===== config.mk =====
export PLATFORM = sky130hd
export DESIGN_NAME = mips_test_sequencer
export DESIGN_NICKNAME = d
export VERILOG_FILES = /design/src/rtl/mips_test_sequencer.sv
export SDC_FILE = /design/constraint.sdc
export NUM_CORES = 1
export LEC_CHECK = 0
export BUFFER_PORTS_ARGS = -buffer_cell sky130_fd_sc_hd__buf_4
export CAP_MARGIN = 40
export CORE_AREA = 10 10 180 182
export DETAILED_ROUTE_END_ITERATION = 16
export DIE_AREA = 0 0 190 192
export GPL_ROUTABILITY_DRIVEN = 0
export HOLD_SLACK_MARGIN = 0.02
export PLACE_DENSITY_LB_ADDON = 0.12
export SLEW_MARGIN = 40
export SYNTH_ARGS = -nofsm -noshare
export SYNTH_HDL_FRONTEND = slang
export SYNTH_SLANG_ARGS = --single-unit

===== constraint.sdc =====
create_clock -name clk -period 6.1 [get_ports clk]
set_clock_uncertainty 0.2 [all_clocks]
set_input_delay 0.61 -clock clk [delete_from_list [all_inputs] [get_ports clk]]
set_output_delay 0.61 -clock clk [all_outputs]
set_load 0.02 [all_outputs]

===== src/rtl/mips_test_sequencer.sv =====
// mips_test_sequencer: loads a program image and init data into CPU memory, runs the core, then checks results
module mips_test_sequencer #(
    parameter int DATA_W     = 32,
    parameter int ADDR_W     = 10,
    parameter int PROG_DEPTH = 16,
    parameter int NUM_INIT   = 2,
    parameter int NUM_CHECKS = 4,
    parameter int TIMEOUT    = 4096,
    parameter int CNT_W      = 16
) (
    input  logic                             clk,
    input  logic                             rst_n,
    input  logic                             start,
    output logic [ADDR_W-1:0]                img_addr,
    input  logic [DATA_W-1:0]                img_data,
    input  logic [NUM_INIT*ADDR_W-1:0]       init_addr,
    input  logic [NUM_INIT*DATA_W-1:0]       init_data,
    input  logic [NUM_CHECKS*ADDR_W-1:0]     chk_addr,
    input  logic [NUM_CHECKS*DATA_W-1:0]     chk_exp,
    output logic                             mem_we,
    output logic [ADDR_W-1:0]                mem_addr,
    output logic [DATA_W-1:0]                mem_wdata,
    input  logic [DATA_W-1:0]                mem_rdata,
    output logic                             cpu_run,
    input  logic                             cpu_halted,
    output logic                             busy,
    output logic                             done,
    output logic                             pass,
    output logic                             timeout,
    output logic [$clog2(NUM_CHECKS+1)-1:0]  fail_idx,
    output logic [CNT_W-1:0]                 cycles
);
    localparam int FW = $clog2(NUM_CHECKS + 1);
    localparam int IW = $clog2(PROG_DEPTH + NUM_INIT + NUM_CHECKS + 1);

    typedef enum logic [2:0] {S_IDLE, S_LOAD, S_INIT, S_RUN, S_RADDR, S_CMP, S_DONE} state_t;

    state_t              r_state;
    logic [IW-1:0]       r_idx;
    logic                r_mem_we;
    logic [ADDR_W-1:0]   r_mem_addr;
    logic [DATA_W-1:0]   r_mem_wdata;
    logic                r_cpu_run;
    logic                r_busy;
    logic                r_done;
    logic                r_pass;
    logic                r_timeout;
    logic [FW-1:0]       r_fail_idx;
    logic [CNT_W-1:0]    r_cycles;

    logic [IW-1:0]       w_idx_nxt;
    logic                w_last_load;
    logic                w_last_init;
    logic                w_last_chk;
    logic [IW-1:0]       w_isel;
    logic [IW-1:0]       w_jsel;
    logic [ADDR_W-1:0]   w_init_a;
    logic [DATA_W-1:0]   w_init_d;
    logic [ADDR_W-1:0]   w_chk_a;
    logic [CNT_W-1:0]    w_cyc;
    logic                w_match;

    assign w_idx_nxt   = r_idx + IW'(1);
    assign w_last_load = r_idx == IW'(PROG_DEPTH - 1);
    assign w_last_init = r_idx == IW'(NUM_INIT - 1);
    assign w_last_chk  = r_idx == IW'(NUM_CHECKS - 1);
    // Next init / check entry to present; clamped so the select never runs past the table
    assign w_isel      = (r_state == S_INIT && !w_last_init) ? w_idx_nxt : '0;
    assign w_jsel      = (r_state == S_CMP && !w_last_chk) ? w_idx_nxt : '0;
    assign w_init_a    = init_addr[w_isel*ADDR_W +: ADDR_W];
    assign w_init_d    = init_data[w_isel*DATA_W +: DATA_W];
    assign w_chk_a     = chk_addr[w_jsel*ADDR_W +: ADDR_W];
    assign w_cyc       = r_cycles + CNT_W'(1);
    assign w_match     = mem_rdata == chk_exp[r_idx*DATA_W +: DATA_W];

    // Image copy passes ROM data straight through to the write port during LOAD
    assign img_addr  = (r_state == S_LOAD) ? ADDR_W'(r_idx) : '0;
    assign mem_wdata = (r_state == S_LOAD) ? img_data : r_mem_wdata;
    assign mem_we    = r_mem_we;
    assign mem_addr  = r_mem_addr;
    assign cpu_run   = r_cpu_run;
    assign busy      = r_busy;
    assign done      = r_done;
    assign pass      = r_pass;
    assign timeout   = r_timeout;
    assign fail_idx  = r_fail_idx;
    assign cycles    = r_cycles;

    // Sequencer FSM: load, init, run, then compare results one check at a time
    always_ff @(posedge clk or negedge rst_n) begin
        if (!rst_n) begin
            r_state     <= S_IDLE;
            r_idx       <= '0;
            r_mem_we    <= 1'b0;
            r_mem_addr  <= '0;
            r_mem_wdata <= '0;
            r_cpu_run   <= 1'b0;
            r_busy      <= 1'b0;
            r_done      <= 1'b0;
            r_pass      <= 1'b0;
            r_timeout   <= 1'b0;
            r_fail_idx  <= FW'(NUM_CHECKS);
            r_cycles    <= '0;
        end else begin
            case (r_state)
                S_IDLE, S_DONE: begin
                    if (start) begin
                        r_state    <= S_LOAD;
                        r_idx      <= '0;
                        r_mem_we   <= 1'b1;
                        r_mem_addr <= '0;
                        r_busy     <= 1'b1;
                        r_done     <= 1'b0;
                        r_pass     <= 1'b0;
                        r_timeout  <= 1'b0;
                        r_fail_idx <= FW'(NUM_CHECKS);
                        r_cycles   <= '0;
                    end
                end
                S_LOAD: begin
                    if (!w_last_load) begin
                        r_idx      <= w_idx_nxt;
                        r_mem_addr <= ADDR_W'(w_idx_nxt);
                    end else if (NUM_INIT == 0) begin
                        r_state    <= S_RUN;
                        r_mem_we   <= 1'b0;
                        r_mem_addr <= '0;
                        r_cpu_run  <= 1'b1;
                    end else begin
                        r_state     <= S_INIT;
                        r_idx       <= '0;
                        r_mem_addr  <= w_init_a;
                        r_mem_wdata <= w_init_d;
                    end
                end
                S_INIT: begin
                    if (w_last_init) begin
                        r_state    <= S_RUN;
                        r_mem_we   <= 1'b0;
                        r_mem_addr <= '0;
                        r_cpu_run  <= 1'b1;
                    end else begin
                        r_idx       <= w_idx_nxt;
                        r_mem_addr  <= w_init_a;
                        r_mem_wdata <= w_init_d;
                    end
                end
                S_RUN: begin
                    r_cycles <= w_cyc;
                    if (cpu_halted) begin
                        r_state    <= S_RADDR;
                        r_idx      <= '0;
                        r_mem_addr <= w_chk_a;
                    end else if (w_cyc == CNT_W'(TIMEOUT)) begin
                        r_state   <= S_DONE;
                        r_timeout <= 1'b1;
                        r_cpu_run <= 1'b0;
                        r_busy    <= 1'b0;
                        r_done    <= 1'b1;
                    end
                end
                S_RADDR: r_state <= S_CMP;
                S_CMP: begin
                    if (!w_match || w_last_chk) begin
                        r_state    <= S_DONE;
                        r_pass     <= w_match;
                        r_fail_idx <= w_match ? FW'(NUM_CHECKS) : FW'(r_idx);
                        r_cpu_run  <= 1'b0;
                        r_busy     <= 1'b0;
                        r_done     <= 1'b1;
                    end else begin
                        r_state    <= S_RADDR;
                        r_idx      <= w_idx_nxt;
                        r_mem_addr <= w_chk_a;
                    end
                end
                default: r_state <= S_IDLE;
            endcase
        end
    end
endmodule


; ---- Word-level counts from Yosys, hierarchy flattened
; Cells that the tools add are included.
[op_classes]
addsub = 2
mul = 2
eq_ne = 21
reduce_logical = 25
shift = 4
mux = 49
[ops]
columns = operator, n
row1 = $shiftx A128 B11 Y32, 1
row2 = $mux W32, 3
row3 = $pmux W32 S2, 1
row4 = $shiftx A64 B11 Y32, 1
row5 = $mux W10, 5
row6 = $pmux W10 S5, 1
row7 = $mux W5, 8
row8 = $shiftx A40 B10 Y10, 1
row9 = $eq A32 B32 Y1, 1
row10 = $pmux W16 S2, 1
row11 = $pmux W5 S5, 1
row12 = $mux W3, 8
row13 = $shiftx A20 B10 Y10, 1
row14 = $pmux W3 S6, 1
row15 = $add A16 B1 Y16 const B, 1
row16 = $eq A16 B13 Y1 const B, 1
row17 = $mul A5 B3 Y8 const B, 2
row18 = $mux W16, 1
row19 = $ne A2 B2 Y1 const B, 8
row20 = $reduce_and A5 Y1, 3
row21 = $reduce_and A4 Y1, 3
row22 = $mux W1, 11
row23 = $eq A3 B3 Y1 const B, 3
row24 = $pmux W1 S3, 3
row25 = 21 further kinds, 33
[totals]
out_inout_bits = 77
ff_bits = 75
elab_cells = 115

; ---- Longest topological paths before layout
[logic_depth]
ltp_word = 8
mapped_depth = 14
mapped_depth_nobuf = 10

; ---- Worst setup path before layout
; No wires, ideal clock.
[synth_timing]
path_type = reg2reg
startpoint = register r_idx[0]
endpoint = register r_mem_addr[0] (netlist: mem_addr[0])
path_buffers = 3
path_stages_with_launch = 13
setup_slack_ns = 2.642
setup_ns = 0.125
period_less_slack_ns = 3.458
t_arrival_ns = 3.133
path_cell_list = dfrtp_1 buf_6 buf_8 mux4_2 o21a_1 nor3_2 o32ai_1 or4_4 nor3_4 a21o_4 and2_4 buf_12 mux2_4
[synth_via]
elab_chain_cells = 8
[synth_lines]
columns = item, line_no
row1 = "start, declared", 39  ; logic [IW-1:0] r_idx;
row2 = "start signal, assigned", 122  ; r_idx <= w_idx_nxt;
row3 = "start signal, assigned", 143  ; r_idx <= w_idx_nxt;
row4 = "start signal, assigned", 173  ; r_idx <= w_idx_nxt;
row5 = "parallel branches: the longest is 8 deep, another holds $mul A5 B3 Y8", --
row6 = "end signal, assigned", 123  ; r_mem_addr <= ADDR_W'(w_idx_nxt);
row7 = "end signal, assigned", 132  ; r_mem_addr <= w_init_a;
row8 = "end signal, assigned", 174  ; r_mem_addr <= w_chk_a;
row9 = "end, declared", 41  ; logic [ADDR_W-1:0] r_mem_addr;
; Parallel ways; which one is timed is not known. The select of a mux whose other input is x is not followed.
; A chain may end at the register's enable or synchronous reset.

; ---- Worst setup path after layout
[layout_timing]
startpoint = register r_idx[1]
endpoint = register r_mem_addr[9] (netlist: mem_addr[9])
; Same word-level chain as after synthesis.

==> impl_metrics.toml <==
[sta]
finalMaxSlewViolations = 0
setup_viol = 0
max_freq_mhz = 250.2
hold_violations = 0
tns_ns = 0
period_needed_ns = 3.996
period_share_pct = 65.51
worst_pin_slew_ns = 0.7452
slew_headroom_pct = 50.32
rsz0062_at_grt = "false"

[placement]
place_area_um2 = 9833
dp_cells = 1447
io_buffers = 391
post-dp-hpwl_um = 25290

[worst_setup_path]
path_class = "register to register"
cp_data_arrival_time_ns = 4.02
crit_fanout = 24
required_ns = 6.12
start_kind = "register"
cp_slowest_cell = "dfrtp_1"
path_cells = "buf_4, mux4_2, o21a_1, nor3_1, o32ai_1, or4_4, nor3_4, a21o_4, and2_4, mux2_1"
worst_setup_path_end_kind = "register"
slowest_delay_ns = 0.74

[finish]
nNetsFinal = 1401
synthToLayoutAreaGrowth_pct = 55.48
final_cells = 1464
nFillCells = 2975
final_area_um2 = 10150
drive_gt1_share_pct = 47.08
fin_util_pct = 35.46

[detailed_routing]
drtAntennaViolNets = 0
dr.pass1.iters = 4
post_drt_wl_per_cell_um = 21.17
routed_wl_um = 31000
post-route-drc-count = 0
vias_per_cell = 4.814
drt_iter0_drc = 281
vias = 7047

[hold_path]
holdCritPathClass = "input port to async pin"

[clock_tree]
cts_root_buf = "clkbuf_16"
postCtsSetupBuffers = 0
htree_levels = 3
cts_buffers = 9
clkSlewWorstSetupHoldPaths_ns = 0.07
clockBufferDepth = 2
cts_resized = 0
holdBufCountCts = 0
cts_tree = "built"
clkLatencyLatePin_ns = 0.35
clock_sinks = 75

[global_routing]
grtUsageTotal_pct = 15.81
grtUsageMet3_pct = 4.606
grt_pass1_vias = 7328
antenna_found_initial = 1
grt_pass1_wl_um = 45040
grt_max_degree = 44
grtUsageMet1_pct = 18.75
grt-busiest-layer = "met2"
gr-total-overflow = 0
met2_usage_pct = 27.63

[logic_synthesis]
yosysUniqueCellTypes = 73
synth.area.top_cells = "dfrtp_1, mux4_2, mux2i_1"
synth_top_area_share_pct = 28.36
ys_warn_count = 0
syn_avg_cell_area_um2 = 9.157
synthArstFlopShare_pct = 100.0
synth.most_common_cell = "o21ai_0"
yosysSeqAreaShare_pct = 28.77
syn-instance-count = 713
synth_ff_type = "dfrtp_1"
yosysTopAreaCell = "dfrtp_1"
syn_area_um2 = 6529
ys_top_cells_by_count = "o21ai_0, nand2_1, dfrtp_1"
synth_edf_count = 0
ys_ff_latch = 75

[power]
vdd_drop_max_uv = 213.2
p_per_area_nw_per_um2 = 397.3
power_mw = 4.033
p_leak_nw = 4.556

[floorplan]
die_w_um = 190
start_util_pct = 22.81
rows = 62
dieArea_um2 = 36480
coreArea_um2 = 28630
die_h_um = 192
io_pins = 397

[run_status]
status = "finished, final reports clean"

[job]
max_cap_viol_count = 0
[where the power goes]
part	internal, mW	total [mW]	switching, mW
clock network	0.341	0.576	0.235
logic	1.20	2.59	1.39
registers	0.677	0.866	0.189
total	2.22	4.03	1.81
[metrics by stage]
step / hold slack (ns) / worst slack [ns]
detailed placement: 0.2669 / 2.027
finish: 0.01006 / 2.104
global route: 0.03574 / 1.794
CTS: 0.02852 / 2.026
floorplan: 0.1144 / 2.642
global placement: 0.2640 / 2.051
[placed cells by master (no fill, tap or decap), types with 5 or more instances in the layout]
cell type	instances
mux2_2	36
o21a_1	5
nand2_1	78
buf_4	399
and3_1	7
o311ai_0	5
nand3_1	27
nand4_1	16
o221ai_1	5
mux2_4	8
ha_1	7
o21ai_0	83
a21oi_1	19
nor2_1	39
a211oi_1	7
mux4_2	32
xnor2_1	17
nor2b_1	5
inv_1	15
dfrtp_1	73
nor3_1	18
o31ai_1	5
mux2i_1	47
clkbuf_16	9
o22ai_1	11
a31oi_1	6
conb_1	5
[final cells by class]
type / count / area, um2 / area share, %
clock inverters: 5 / 60.06 / 0.5916
clock buffers: 11 / 252.7 / 2.490
flip-flops and latches: 75 / 1879 / 18.51
repair buffers: 401 / 3050 / 30.05
well taps: 384 / 480.5 / 4.733
multi-input cells: 572 / 4369 / 43.04
inverters: 15 / 56.30 / 0.5547
diodes: 1 / 2.502 / 0.02465
[flip-flops by register name, indices dropped and copies added (netlist names)]
register,flops
cpu_run,1
mem_we,1
done,1
timeout,1
busy,1
r_idx,5
mem_addr,10
pass,1
r_state,3
fail_idx,3
cycles,16
r_mem_wdata,32
[cells by family after synthesis]
| group | Yosys count | share of synthesized area, % |
|---|---|---|
| AND/OR/NAND/NOR | 230 | 17.57 |
| AO/OA/AOI/OAI | 183 | 17.59 |
| buffers and inverters | 70 | 5.040 |
| XOR/XNOR | 21 | 2.817 |
| adder cells (fa/ha/maj) | 7 | 1.341 |
| multiplexers | 126 | 26.81 |
| other | 1 | 0.05744 |
| flip-flops | 75 | 28.77 |
[path summary, 6_finish.rpt]
kind | slack [ns] | cells past startpoint | start | endpoint
worst max register to register | 2.10 | 10 | r_idx[1] | mem_addr[9]
min in group clk | 0.28 | 2 | r_mem_wdata[7] | r_mem_wdata[7]
worst min-delay path | 0.01 | 1 | rst_n | r_mem_wdata[17]
max in group asynchronous | 4.67 | 2 | rst_n | busy
worst max-delay path | 2.10 | 10 | r_idx[1] | mem_addr[9]
worst min register to register | 0.28 | 2 | r_mem_wdata[7] | r_mem_wdata[7]
[layer usage]
layer  part of all wire [%]  vias to the layer above
li1                       -                     3417
met1                     42                     3331
met2                     50                      279
met3                    7.4                       20
met4                    1.2                        0
met5                      0                        -
[worst max-delay path: cells and delay by family (launching register included)]
family                 cells  cell delay (ns)
buffers and inverters      1             0.44
multiplexers               2             0.77
AO/OA/AOI/OAI              3             0.50
flip-flops                 1             0.74
AND/OR/NAND/NOR            4             1.21
(Power assumes the default switching activity.)
